## config.mk

```make
export PLATFORM = sky130hd
export DESIGN_NAME = wt_chunk_sequencer_flat
export DESIGN_NICKNAME = d
export VERILOG_FILES = /design/src/rtl/dvvm_pkg.sv /design/src/rtl/wt_chunk_sequencer_if.sv /design/src/rtl/wt_chunk_packer.sv /design/src/rtl/wt_chunk_sequencer.sv /design/src/flat_wrapper.sv
export SDC_FILE = /design/constraint.sdc
export NUM_CORES = 1
export LEC_CHECK = 0
export CORE_ASPECT_RATIO = 0.7
export CORE_MARGIN = 10
export CORE_UTILIZATION = 54
export CTS_CLUSTER_SIZE = 14
export DETAILED_ROUTE_END_ITERATION = 7
export PLACE_DENSITY = 0.84
export SKIP_CTS_REPAIR_TIMING = 1
export SYNTH_ARGS = -nofsm -noshare
export SYNTH_HDL_FRONTEND = slang
export SYNTH_HIERARCHICAL = 1
export SYNTH_SLANG_ARGS = --single-unit
```

## constraint.sdc

```tcl
create_clock -name clk -period 6.1 [get_ports clk]
set_input_delay 1.22 -clock clk [delete_from_list [all_inputs] [get_ports clk]]
set_output_delay 1.22 -clock clk [all_outputs]
set_load 0.01 [all_outputs]
```

## src/rtl/dvvm_pkg.sv

```systemverilog
// dvvm_pkg: shared state encoding and datapath widths for the Wallace-tree chunk sequencer
//   TERM_W     : width of one term / one tree input slot
//   TREE_OUT_W : width of the tree's partial-sum output
//   state_t    : sequencer FSM states
package dvvm_pkg;
    localparam int TERM_W     = 16;
    localparam int TREE_OUT_W = 32;
    typedef enum logic [2:0] {IDLE, FILL, ISSUE, WAIT, DONE} state_t;
endpackage

```

## src/rtl/wt_chunk_sequencer_if.sv

```systemverilog
// wt_chunk_sequencer_if: job, term, tree and result handshakes of the chunk sequencer
//   job_valid/job_ready/job_len        : job request
//   t_valid/t_ready/t_data             : term stream
//   wt_in_valid/wt_in_ready/wt_in_flat : chunk to tree (slot k at [16k+15:16k])
//   wt_out_valid/wt_out                : tree partial-sum pulse
//   res_valid/res_ready/res_data/res_chunks : job result
//   err                                : sticky stray tree result flag
//   slave = sequencer view, master = environment view
interface wt_chunk_sequencer_if
    import dvvm_pkg::*;
#(parameter int N = 4, parameter int LEN_W = 8, parameter int ACC_W = 32);
    logic                    job_valid, job_ready;
    logic [LEN_W-1:0]        job_len;
    logic                    t_valid, t_ready;
    logic [TERM_W-1:0]       t_data;
    logic                    wt_in_valid, wt_in_ready;
    logic [N*TERM_W-1:0]     wt_in_flat;
    logic                    wt_out_valid;
    logic [TREE_OUT_W-1:0]   wt_out;
    logic                    res_valid, res_ready;
    logic [ACC_W-1:0]        res_data;
    logic [LEN_W-1:0]        res_chunks;
    logic                    err;
    modport slave (
        input  job_valid, job_len, t_valid, t_data, wt_in_ready, wt_out_valid, wt_out, res_ready,
        output job_ready, t_ready, wt_in_valid, wt_in_flat, res_valid, res_data, res_chunks, err
    );
    modport master (
        output job_valid, job_len, t_valid, t_data, wt_in_ready, wt_out_valid, wt_out, res_ready,
        input  job_ready, t_ready, wt_in_valid, wt_in_flat, res_valid, res_data, res_chunks, err
    );
endinterface

```

## src/rtl/wt_chunk_packer.sv

```systemverilog
// wt_chunk_packer: staging register that packs terms into an N-slot zero-padded chunk
//   clk, rst      : clock, async active-low reset
//   clr           : empty the staging register and restart at slot 0
//   wr, din       : write din into the next free slot
//   remaining     : terms left in the job before this write
//   chunk_end     : this write fills the chunk or is the job's last term
//   flat          : staged chunk, slot k at [16k+15:16k]
module wt_chunk_packer
    import dvvm_pkg::*;
#(parameter int N = 4, parameter int LEN_W = 8) (
    input  logic                clk,
    input  logic                rst,
    input  logic                clr,
    input  logic                wr,
    input  logic [TERM_W-1:0]   din,
    input  logic [LEN_W-1:0]    remaining,
    output logic                chunk_end,
    output logic [N*TERM_W-1:0] flat
);
    localparam int IW = N > 1 ? $clog2(N) : 1;
    localparam int CW = $clog2(N + 1);
    logic [N-1:0][TERM_W-1:0] stg;
    logic [CW-1:0]            fill_cnt;
    assign chunk_end = wr && (fill_cnt == CW'(N - 1) || remaining == LEN_W'(1));
    assign flat = stg;
    always_ff @(posedge clk or negedge rst)
        if (!rst) begin
            stg      <= '0;
            fill_cnt <= '0;
        end else if (clr) begin
            stg      <= '0;
            fill_cnt <= '0;
        end else if (wr) begin
            stg[fill_cnt[IW-1:0]] <= din;
            fill_cnt              <= fill_cnt + CW'(1);
        end
endmodule

```

## src/rtl/wt_chunk_sequencer.sv

```systemverilog
// wt_chunk_sequencer: feeds term streams to a shared N-input Wallace tree chunk by chunk and accumulates the partial sums
//   clk, rst : clock, async active-low reset
//   bus      : job / term / tree / result handshakes (slave view)
module wt_chunk_sequencer
    import dvvm_pkg::*;
#(parameter int N = 4, parameter int LEN_W = 8, parameter int ACC_W = 32) (
    input logic                  clk,
    input logic                  rst,
    wt_chunk_sequencer_if.slave  bus
);
    state_t           state;
    logic [LEN_W-1:0] remaining, chunks;
    logic [ACC_W-1:0] acc;
    logic             job_ready, t_ready, wt_in_valid, res_valid, err;
    logic             beat, chunk_end, clr;
    assign beat = t_ready && bus.t_valid;
    // staging restarts on job accept and after every non-final tree result
    assign clr  = (state == IDLE && bus.job_valid) || (state == WAIT && bus.wt_out_valid && remaining != '0);
    wt_chunk_packer #(.N(N), .LEN_W(LEN_W)) u_packer (
        .clk(clk), .rst(rst), .clr(clr), .wr(beat), .din(bus.t_data),
        .remaining(remaining), .chunk_end(chunk_end), .flat(bus.wt_in_flat)
    );
    assign bus.job_ready   = job_ready;
    assign bus.t_ready     = t_ready;
    assign bus.wt_in_valid = wt_in_valid;
    assign bus.res_valid   = res_valid;
    assign bus.res_data    = acc;
    assign bus.res_chunks  = chunks;
    assign bus.err         = err;
    // handshake outputs are flops updated together with the state
    always_ff @(posedge clk or negedge rst)
        if (!rst) begin
            state       <= IDLE;
            remaining   <= '0;
            chunks      <= '0;
            acc         <= '0;
            err         <= 1'b0;
            job_ready   <= 1'b1;
            t_ready     <= 1'b0;
            wt_in_valid <= 1'b0;
            res_valid   <= 1'b0;
        end else begin
            if (bus.wt_out_valid && state != WAIT) err <= 1'b1;
            case (state)
                IDLE: if (bus.job_valid) begin
                    remaining <= bus.job_len;
                    acc       <= '0;
                    chunks    <= '0;
                    job_ready <= 1'b0;
                    state     <= bus.job_len == '0 ? DONE : FILL;
                    res_valid <= bus.job_len == '0;
                    t_ready   <= bus.job_len != '0;
                end
                FILL: if (beat) begin
                    remaining <= remaining - LEN_W'(1);
                    if (chunk_end) begin
                        state       <= ISSUE;
                        t_ready     <= 1'b0;
                        wt_in_valid <= 1'b1;
                    end
                end
                ISSUE: if (bus.wt_in_ready) begin
                    chunks      <= chunks + LEN_W'(1);
                    wt_in_valid <= 1'b0;
                    state       <= WAIT;
                end
                WAIT: if (bus.wt_out_valid) begin
                    acc       <= acc + ACC_W'(bus.wt_out);
                    state     <= remaining == '0 ? DONE : FILL;
                    res_valid <= remaining == '0;
                    t_ready   <= remaining != '0;
                end
                DONE: if (bus.res_ready) begin
                    res_valid <= 1'b0;
                    job_ready <= 1'b1;
                    state     <= IDLE;
                end
                default: state <= IDLE;
            endcase
        end
endmodule

```

## src/flat_wrapper.sv

```systemverilog
// flat-port wrapper written by rule: the top's interface ports become plain ports
module wt_chunk_sequencer_flat import dvvm_pkg::*;
#(parameter int N = 4, parameter int LEN_W = 8, parameter int ACC_W = 32)
  (clk, rst, bus_job_valid, bus_job_len, bus_t_valid, bus_t_data, bus_wt_in_ready, bus_wt_out_valid, bus_wt_out, bus_res_ready, bus_job_ready, bus_t_ready, bus_wt_in_valid, bus_wt_in_flat, bus_res_valid, bus_res_data, bus_res_chunks, bus_err);
  wt_chunk_sequencer_if #(.N(N), .LEN_W(LEN_W), .ACC_W(ACC_W)) bus_i ();
  input logic clk;
  input logic rst;
  input wire logic [$bits(bus_i.job_valid)-1:0] bus_job_valid;
  input wire logic [$bits(bus_i.job_len)-1:0] bus_job_len;
  input wire logic [$bits(bus_i.t_valid)-1:0] bus_t_valid;
  input wire logic [$bits(bus_i.t_data)-1:0] bus_t_data;
  input wire logic [$bits(bus_i.wt_in_ready)-1:0] bus_wt_in_ready;
  input wire logic [$bits(bus_i.wt_out_valid)-1:0] bus_wt_out_valid;
  input wire logic [$bits(bus_i.wt_out)-1:0] bus_wt_out;
  input wire logic [$bits(bus_i.res_ready)-1:0] bus_res_ready;
  output wire logic [$bits(bus_i.job_ready)-1:0] bus_job_ready;
  output wire logic [$bits(bus_i.t_ready)-1:0] bus_t_ready;
  output wire logic [$bits(bus_i.wt_in_valid)-1:0] bus_wt_in_valid;
  output wire logic [$bits(bus_i.wt_in_flat)-1:0] bus_wt_in_flat;
  output wire logic [$bits(bus_i.res_valid)-1:0] bus_res_valid;
  output wire logic [$bits(bus_i.res_data)-1:0] bus_res_data;
  output wire logic [$bits(bus_i.res_chunks)-1:0] bus_res_chunks;
  output wire logic [$bits(bus_i.err)-1:0] bus_err;
  assign bus_i.job_valid = bus_job_valid;
  assign bus_i.job_len = bus_job_len;
  assign bus_i.t_valid = bus_t_valid;
  assign bus_i.t_data = bus_t_data;
  assign bus_i.wt_in_ready = bus_wt_in_ready;
  assign bus_i.wt_out_valid = bus_wt_out_valid;
  assign bus_i.wt_out = bus_wt_out;
  assign bus_i.res_ready = bus_res_ready;
  assign bus_job_ready = bus_i.job_ready;
  assign bus_t_ready = bus_i.t_ready;
  assign bus_wt_in_valid = bus_i.wt_in_valid;
  assign bus_wt_in_flat = bus_i.wt_in_flat;
  assign bus_res_valid = bus_i.res_valid;
  assign bus_res_data = bus_i.res_data;
  assign bus_res_chunks = bus_i.res_chunks;
  assign bus_err = bus_i.err;
  wt_chunk_sequencer #(.N(N), .LEN_W(LEN_W), .ACC_W(ACC_W)) u_core (.clk(clk), .rst(rst), .bus(bus_i));
endmodule
```

==> reports/results.txt, run 1 <==
WL/cell: 18.7 microns
Drt first pass iters: 6
Highest clock rate: 264 MHz
Final hold slack: 488 ps
Area after DPL: 8740 sq um
Worst setup SP type: input pin
First-pass GRT wire length: 33,800 microns
Worst Max-Slew Pin Slew: 1090 ps
Post-Synth XOR/XNOR Area: 3.98%
Worst Hold Path Cells: 1
PD cells: 505 nW/um^2
Setup violators final: 0
Share of cells above drive strength 1: 7.19%
Max Cap Violations: 0
Row cnt: 34
CP max FO: 4
Initial antenna violation count: 0
Gr usage total: 23.0%
Total Wirelength: 21,200 microns
Remaining antenna violation count: 0
HPWL after DPL: 15,300 microns
I/O pins: 172
DRT iter0 DRCs: 524
Setup_tns: 0 ps
CTS buffer count: 17
Hold Path Class: flop to flop
Slew Limit Fails: 0
Post-Syn Area: 7050 sq um
Compound-Gate Fraction of Synth Area: 21.0%
Post-synthesis mux area share: 0.586%
Longest Clk Path Bufs: 2
Vias per inst: 5.83
Part of the cycle the worst path needs: 62.2%
Post-route cell area: 9370 sq um
R2R depth: 8
Maximum vdd drop: 0.236 mV
CTS tree: done
HP Start: u_core/bus.err
Full die area: 18,100 sq um
Port Buffers: 171
Placed Instances: 1,105
Syn_nets: 915
Root Driver: clkbuf_16
Insertion delay to the later sink of the worst-skew pair: 400 ps
Vias in the first global route: 6,323
Clock slew at reported path FFs: 60 ps
Status: finished, final reports clean
Setup slack, reg-to-reg: 3130 ps
Clk_skew: 14.4 ps
Core area: 12,600 sq um
Hold Path End: u_core/bus.err
Top_reg_cell synth: dfrtp_1
Slew HR: 27.5%
Vias: 6,626
Crit path arrival time: 4020 ps
Number of synthesized flops with an enable pin: 0
Asr flop ratio synth: 100%
GRT overflow: 0
Initial Utilization: 56.0%
Synth Register Bits: 123
CP required: 6330 ps
Synth Instances: 813
Area growth from synthesis to layout: 33.0%
WS Path Type: input pin to flop
Clk sink count: 123
Die W: 157 microns
LEAKAGE: 4.03 nW
Synth unique cells: 68
H-tree levels: 4
Avg Inst Size Synth: 8.67 sq um
Reg-to-reg endpoint: u_core/u_packer/flat[44]
RSZ-0062 raised after global routing: false
Final Wtd Congestion: 0.908
Height of the die: 116 microns
Largest net degree at the start of global routing: 71
Residual DRC: 0
Layout Cells excl Fill: 1,137
Crit path time final: 3790 ps
Synth Warn #: 6
Origin of the critical flop-to-flop path: u_core/remaining[0]
Post-Synth Adder-Cell Area: 7.03%
Main combinational cell family by area after synthesis: compound AO/OA/AOI/OAI gates
Post-synthesis sequential area ratio: 43.7%
Post-layout nets: 1,064
CP Capture Type: flop
Final Hold Viols: 0
Post-Synth Simple-Gate Area: 19.0%
## critical path: stages
cell	delay, ps
clkdlybuf4s50_1	460
ha_1	250
inv_1	70
fa_1	190
nor2b_1	60
o31ai_1	410
a211oi_1	190
o41ai_2	500
o31ai_2	170
a21oi_1	210
xor2_1	170
o21ai_0	100
## metal layers
| metal | track usage (%) | part of all wire, % | vias up | routed length, microns |
|---|---|---|---|---|
| li1 | - | - | 3124 | - |
| met4 | 5.02 | 0.51 | 0 | 108 |
| met5 | 0 | 0 | - | 0 |
| met3 | 5.55 | 9.0 | 12 | 1920 |
| met2 | 36.3 | 47 | 316 | 9870 |
| met1 | 31.6 | 44 | 3174 | 9320 |
## area by class of cell
class / instances / area, sq um
multi-input cells: 625 / 3640
fillers: 925 / 3220
flip-flops and latches: 123 / 3080
repair buffers: 175 / 1740
clock buffers: 18 / 439
well taps: 162 / 203
clock inverters: 13 / 193
inverters: 20 / 75.1
diodes: 1 / 2.50
## placed cells by master, fill, tap and decap left out, types with 5 or more instances in the layout
master / instances
a21oi_1: 105
a21o_1: 8
xnor2_1: 16
nand2_2: 5
o31ai_1: 5
a211oi_1: 7
nor2_1: 47
ha_1: 38
clkdlybuf4s50_1: 170
o21bai_1: 10
clkinv_4: 5
xor2_1: 16
nor3_1: 10
nand3_1: 6
clkbuf_16: 17
a22o_1: 5
inv_1: 20
buf_4: 5
nand4_1: 11
dfrtp_1: 122
a21oi_2: 11
o21ai_0: 55
nand2_1: 195
## power by group
part	leakage (nW)	internal [W]	switching, W
registers	1.64	0.00109	0.000231
clock network	0.303	0.000696	0.000382
logic	2.08	0.00104	0.00130
## through the flow
step	total power [W]	util, %	setup slack, ps
after CTS	0.00472	74.4	2390
after detailed placement	0.00361	69.4	2020
after global placement	0.00356	69.4	2060
after global routing	0.00504	74.4	2200
after floorplan	0.00274	-	2830
final	0.00473	74.4	2310
## state kept, by name, indices dropped and copies added, names as in the netlist
signal and cells:
u_core/bus.res_valid 1, u_core/u_packer/fill_cnt 3, u_core/bus.res_data 32, u_core/state 3, u_core/bus.res_chunks 8, u_core/bus.wt_in_valid 1
u_core/bus.t_ready 1, u_core/u_packer/flat 64, u_core/bus.err 1, u_core/remaining 8, u_core/bus.job_ready 1
## Yosys cell counts (all sizes together) (2+ instances only)
cell	n	area share, %
a211oi	8	0.92
a21o	9	0.98
a21oi	116	8.8
a22o	5	0.62
a22oi	2	0.21
a32o	2	0.28
and2	5	0.50
and3	5	0.46
buf	21	2.3
clkbuf	24	1.3
dfrtp	122	43
ha	38	6.7
inv	20	1.1
mux2i	3	0.43
nand2	200	11
nand2b	4	0.36
nand3	6	0.43
nand3b	2	0.21
nand4	11	0.98
nor2	48	2.6
nor2b	4	0.36
nor3	10	0.71
nor3b	2	0.21
nor4	4	0.36
o211ai	4	0.43
o21a	4	0.43
o21ai	58	4.2
o21bai	10	1.1
o22ai	4	0.36
o31ai	7	0.89
o41ai	3	0.75
or3	4	0.50
xnor2	16	2.0
xor2	16	2.0
## how the worst max path moves through the flow
stage                              endpoint           from  slack, ps
floorplan           u_core/bus.res_data[28]  bus_wt_out[0]       2830
global placement    u_core/bus.res_data[28]  bus_wt_out[0]       2060
detailed placement  u_core/bus.res_data[24]  bus_wt_out[0]       2020
CTS                 u_core/bus.res_data[28]  bus_wt_out[0]       2390
global route        u_core/bus.res_data[28]  bus_wt_out[0]       2200
finish              u_core/bus.res_data[28]  bus_wt_out[0]       2310
## cell families (layout without fill, tap and decap cells)
family | Yosys count | after routing
muxes | 4 | 4
buffers and inverters | 65 | 226
DFF | 123 | 123
AOI/OAI and AO/OA | 240 | 240
other | 0 | 1
xor gates and xnor gates | 32 | 32
adders and majority gates | 39 | 39
and+or+nand+nor | 310 | 310
(Power assumes the default switching activity.)
==> inputs of run 2 (changes only) <==
CORE_UTILIZATION = 50   (was 54)
PLACE_DENSITY = 0.79   (was 0.84)
clock period = 3.5 ns   (was 6.1 ns; I/O delays follow)
==> run 2 against run 1 <==
Non-clock buffer count rose by 12. Clock power rose by 63%. Setup slack got worse by 1900 ps. Critical path depth fell by 2. Hold slack got worse by 190 ps. Combinational power rose by 77%. Die area rose by 6.8%. Utilization fell by 6.1 points. Sequential share of layout area fell by 0.39 points. Critical path type unchanged. Highest routed layer unchanged.
==> reports/results.txt, run 2 (same netlist as run 1, synthesis figures left out) <==
Max Cap Violations: 0
Root Driver: clkbuf_16
Worst Max-Slew Pin Slew: 750 ps
Vias: 6,577
Diodes inserted: 0
Final Hold Viols: 0
GRT overflow: 0
Port Buffers: 171
Die W: 162 microns
Vias per inst: 5.59
Crit path arrival time: 3440 ps
CP max FO: 4
Crit path time final: 3140 ps
Clk_skew: 12.3 ps
Layout Cells excl Fill: 1,177
Largest register FFs: 64
Status: finished, final reports clean
First-pass GRT wire length: 34,900 microns
RSZ-0062 raised after global routing: false
Final Wtd Congestion: 0.925
Setup violators final: 0
Drt first pass iters: 5
Commonest non-fill, non-tap cells in the layout: 195 x nand2_1, 170 x clkdlybuf4s50_1, 122 x dfrtp_1, 105 x a21oi_1, 55 x o21ai_0
CTS buffer count: 17
I/O pins: 172
Insertion delay to the later sink of the worst-skew pair: 420 ps
Total Wirelength: 21,200 microns
CP Capture Type: flop
PD cells: 864 nW/um^2
Setup_tns: 0 ps
Maximum vdd drop: 0.490 mV
Initial antenna violation count: 0
Share of cells above drive strength 1: 8.41%
CP required: 3800 ps
Post-layout nets: 1,076
DRT iter0 DRCs: 616
WL/cell: 18.0 microns
Slew Limit Fails: 0
Placed Instances: 1,145
Gr usage total: 22.1%
Setup slack, reg-to-reg: 680 ps
Highest clock rate: 319 MHz
Height of the die: 119 microns
Remaining antenna violation count: 0
WS Path Type: input pin to flop
Area growth from synthesis to layout: 34.6%
Worst setup SP type: input pin
LEAKAGE: 4.08 nW
Clock slew at reported path FFs: 60 ps
CTS tree: done
Commonest non-fill, non-tap cell in the layout: nand2_1
Initial Utilization: 50.8%
Clk sink count: 123
Final hold slack: 300 ps
Vias in the first global route: 6,346
Full die area: 19,300 sq um
Core area: 13,900 sq um
Row cnt: 36
Longest Clk Path Bufs: 2
Residual DRC: 0
Largest net degree at the start of global routing: 50
HPWL after DPL: 15,500 microns
Tot Pwr: 0.00819 W
Part of the cycle the worst path needs: 89.6%
Slew HR: 50.0%
Hold Path Class: input pin to async pin
H-tree levels: 4
run 2: metal layers:
layer | up-vias | GRT usage, % | wire (microns) | share of wire (%)
met4 | 0 | 7.14 | 343 | 1.6
met1 | 3134 | 32.2 | 10100 | 48
met3 | 29 | 5.30 | 1630 | 7.7
met2 | 272 | 31.5 | 9090 | 43
li1 | 3142 | - | - | -
met5 | - | 0 | 0 | 0
run 2: path summary, 6_finish.rpt:
kind / from / to / cells past startpoint
max in group asynchronous: rst / u_core/u_packer/flat[45] / 2
hold reg to reg: u_core/bus.err / u_core/bus.err / 1
setup / recovery: bus_wt_out[1] / u_core/bus.res_data[21] / 10
hold / removal: rst / u_core/bus.res_data[19] / 1
setup reg to reg: u_core/bus.res_data[1] / u_core/bus.res_data[21] / 9
min in group clk: u_core/bus.err / u_core/bus.err / 1
run 2: layout make-up:
type | count | area [sq um]
inverters | 20 | 75.1
multi-input cells | 625 | 3640
flip-flops and latches | 123 | 3080
repair buffers | 187 | 1850
clock inverters | 13 | 143
fillers | 1157 | 4390
well taps | 190 | 238
clock buffers | 19 | 453
run 2: report_power, final:
group	internal (W)	switching [W]	total (W)
Sequential	0.00191	0.000401	0.00231
Combinational	0.00187	0.00224	0.00412
Clock	0.00109	0.000676	0.00176
run 2: worst max-delay path, stage by stage:
cell	delay (ps)
clkdlybuf4s50_1	430
ha_1	330
a211oi_1	310
nor2_1	130
o21ai_1	400
o41ai_1	200
o21bai_1	240
a21oi_1	120
or3_1	320
a32o_1	250
run 2: through the flow:
stage	utilization (%)	area (sq um)	setup WS [ps]
after detailed placement	64.1	8890	0.513
after global placement	64.1	8890	111
final	68.3	9480	364
after floorplan	-	7050	755
after CTS	68.3	9480	440
after global routing	68.3	9480	229
==> inputs of run 3 (changes only) <==
CELL_PAD_IN_SITES_DETAIL_PLACEMENT = 0   (was unset)
CELL_PAD_IN_SITES_GLOBAL_PLACEMENT = 1   (was unset)
CORE_UTILIZATION = 37   (was 50)
==> run 3 against run 2 <==
Power increased by 3.2%. Hold slack got worse by 220 ps. First-iteration DRC count decreased by 2.8%. Sequential cell count unchanged. Maximum frequency increased by 2.0%. Sequential share of layout area decreased by 0.63 points. Critical endpoint is now u_core/bus.res_data[28]. Critical path depth increased by 2. Wire length increased by 5.2%. Clock skew increased by 3.1 ps. Largest power group unchanged. Die area increased by 30%.
==> reports/results.txt, run 3 (same netlist as run 1, synthesis figures left out) <==
Commonest non-fill, non-tap cell in the layout: nand2_1
Post-layout nets: 1,082
Insertion delay to the later sink of the worst-skew pair: 420 ps
Hold Path Class: input pin to async pin
HPWL after DPL: 16,600 microns
Remaining antenna violation count: 0
Worst Max-Slew Pin Slew: 755 ps
CTS tree: done
First-pass GRT wire length: 35,500 microns
H-tree levels: 4
WL met1: 11,300 microns
Slew HR: 49.6%
Core area: 18,800 sq um
DRT iter0 DRCs: 599
Origin of the critical flop-to-flop path: u_core/bus.res_data[0]
Largest net degree at the start of global routing: 71
CTS buffer count: 17
CP max stage delay: 470 ps
WL/cell: 18.1 microns
Largest register FFs: 64
I/O pins: 172
Initial Utilization: 37.5%
Vias: 6,385
Worst setup SP type: input pin
CP Capture Type: flop
Area growth from synthesis to layout: 37.2%
GRT overflow: 0
RSZ-0062 raised after global routing: false
Max Cap Violations: 0
Share of cells above drive strength 1: 8.87%
Clk_skew: 15.4 ps
Clock slew at reported path FFs: 60 ps
Post-place setup slack: 42.3 ps
Final Wtd Congestion: 0.894
Buffers & Inverters on Critical Path: 2
Residual DRC: 0
Uppermost layer routed: met4
Reg-to-reg endpoint: u_core/bus.res_data[28]
Maximum vdd drop: 0.401 mV
Full die area: 25,100 sq um
Drt first pass iters: 5
Vias in the first global route: 6,211
Status: finished, final reports clean
Slew Limit Fails: 0
Slowest-stage cell, CP: clkdlybuf4s50_1
Die W: 185 microns
Post-route cell area: 9670 sq um
R2R depth: 11
Met2 WL post-DR: 9430 microns
Height of the die: 135 microns
WS Path Type: input pin to flop
Final worst slack: 424 ps
Setup_tns: 0 ps
Vias per inst: 5.17
LEAKAGE: 4.15 nW
Commonest non-fill, non-tap cells in the layout: 195 x nand2_1, 170 x clkdlybuf4s50_1, 122 x dfrtp_1, 105 x a21oi_1, 55 x o21ai_0
Row cnt: 42
Part of the cycle the worst path needs: 87.9%
Gr usage total: 17.8%
Highest clock rate: 325 MHz
WL met3: 1180 microns
Setup violators final: 0
Crit path arrival time: 3400 ps
Crit-path leading delay family: compound AO/OA/AOI/OAI gates
CP required: 3830 ps
Setup slack, reg-to-reg: 780 ps
Crit path time final: 3080 ps
Worst-path cell chain: clkdlybuf4s50_1 -> ha_1 -> inv_1 -> fa_1 -> nor2b_1 -> o31ai_1 -> a211oi_1 -> o41ai_2 -> o31ai_2 -> a21oi_1 -> xor2_1 -> o21ai_0
Final Hold Viols: 0
Final core occ: 51.4%
Area after DPL: 9010 sq um
Clk sink count: 123
PD cells: 874 nW/um^2
Total Wirelength: 22,300 microns
Port Buffers: 171
Initial antenna violation count: 1
Longest Clk Path Bufs: 2
Root Driver: clkbuf_16
CP max FO: 3
[run 3: cell count changes in the layout (fill, tap and decap cells not counted), sizes merged]
cell and delta:
buf +6, bufinv +3, clkbuf -1, clkinv -4
clkinvlp -1, diode +1, inv +2
[run 3: layout make-up]
class	count	area, sq um
Antenna cell	1	2.50
Multi-Input combinational cell	625	3640
Sequential cell	123	3080
Fill cell	1747	9140
Clock buffer	18	439
Tap cell	242	303
Timing Repair Buffer	193	1910
Inverter	20	75.1
Clock inverter	13	215
[run 3: metal layers]
layer / up-vias / GRT usage [%]
met4: 0 / 5.45
met1: 3014 / 26.6
met3: 23 / 3.91
li1: 3166 / -
met5: - / 0
met2: 182 / 24.8
[run 3: how the worst max path moves through the flow]
stage | end | slack [ps] | startpoint | cells past startpoint
after floorplan | u_core/bus.res_data[28] | 750 | bus_wt_out[0] | 11
after global placement | u_core/bus.res_data[28] | 100 | bus_wt_out[0] | 12
after detailed placement | u_core/bus.res_data[28] | 40 | bus_wt_out[0] | 12
after CTS | u_core/bus.res_data[28] | 470 | bus_wt_out[0] | 12
after global routing | u_core/bus.res_data[24] | 240 | bus_wt_out[0] | 12
final | u_core/bus.res_data[28] | 420 | bus_wt_out[0] | 12
[run 3: worst register-to-register path, cell delays in order (launching register included)]
cell	delay [ps]
dfrtp_1	370
ha_1	210
inv_1	60
fa_1	410
nor2b_1	160
o31ai_1	110
a211oi_1	350
o41ai_2	170
o31ai_2	350
a21oi_1	130
xor2_1	160
o21ai_0	150
[run 3: report_power, final]
group | switching, W | internal [W] | leakage, nW
combinational | 0.00226 | 0.00191 | 2.19
clock | 0.000687 | 0.00129 | 0.317
sequential | 0.000400 | 0.00191 | 1.64
total | 0.00335 | 0.00511 | 4.14
[run 3: metrics by stage]
stage	hold slack (ps)	total power, W	std cells
floorplan	404	0.00477	813
global placement	452	0.00649	1203
detailed placement	454	0.00649	1203
CTS	62.8	0.00851	1234
global route	60.9	0.00909	1235
finish	82.0	0.00845	1235
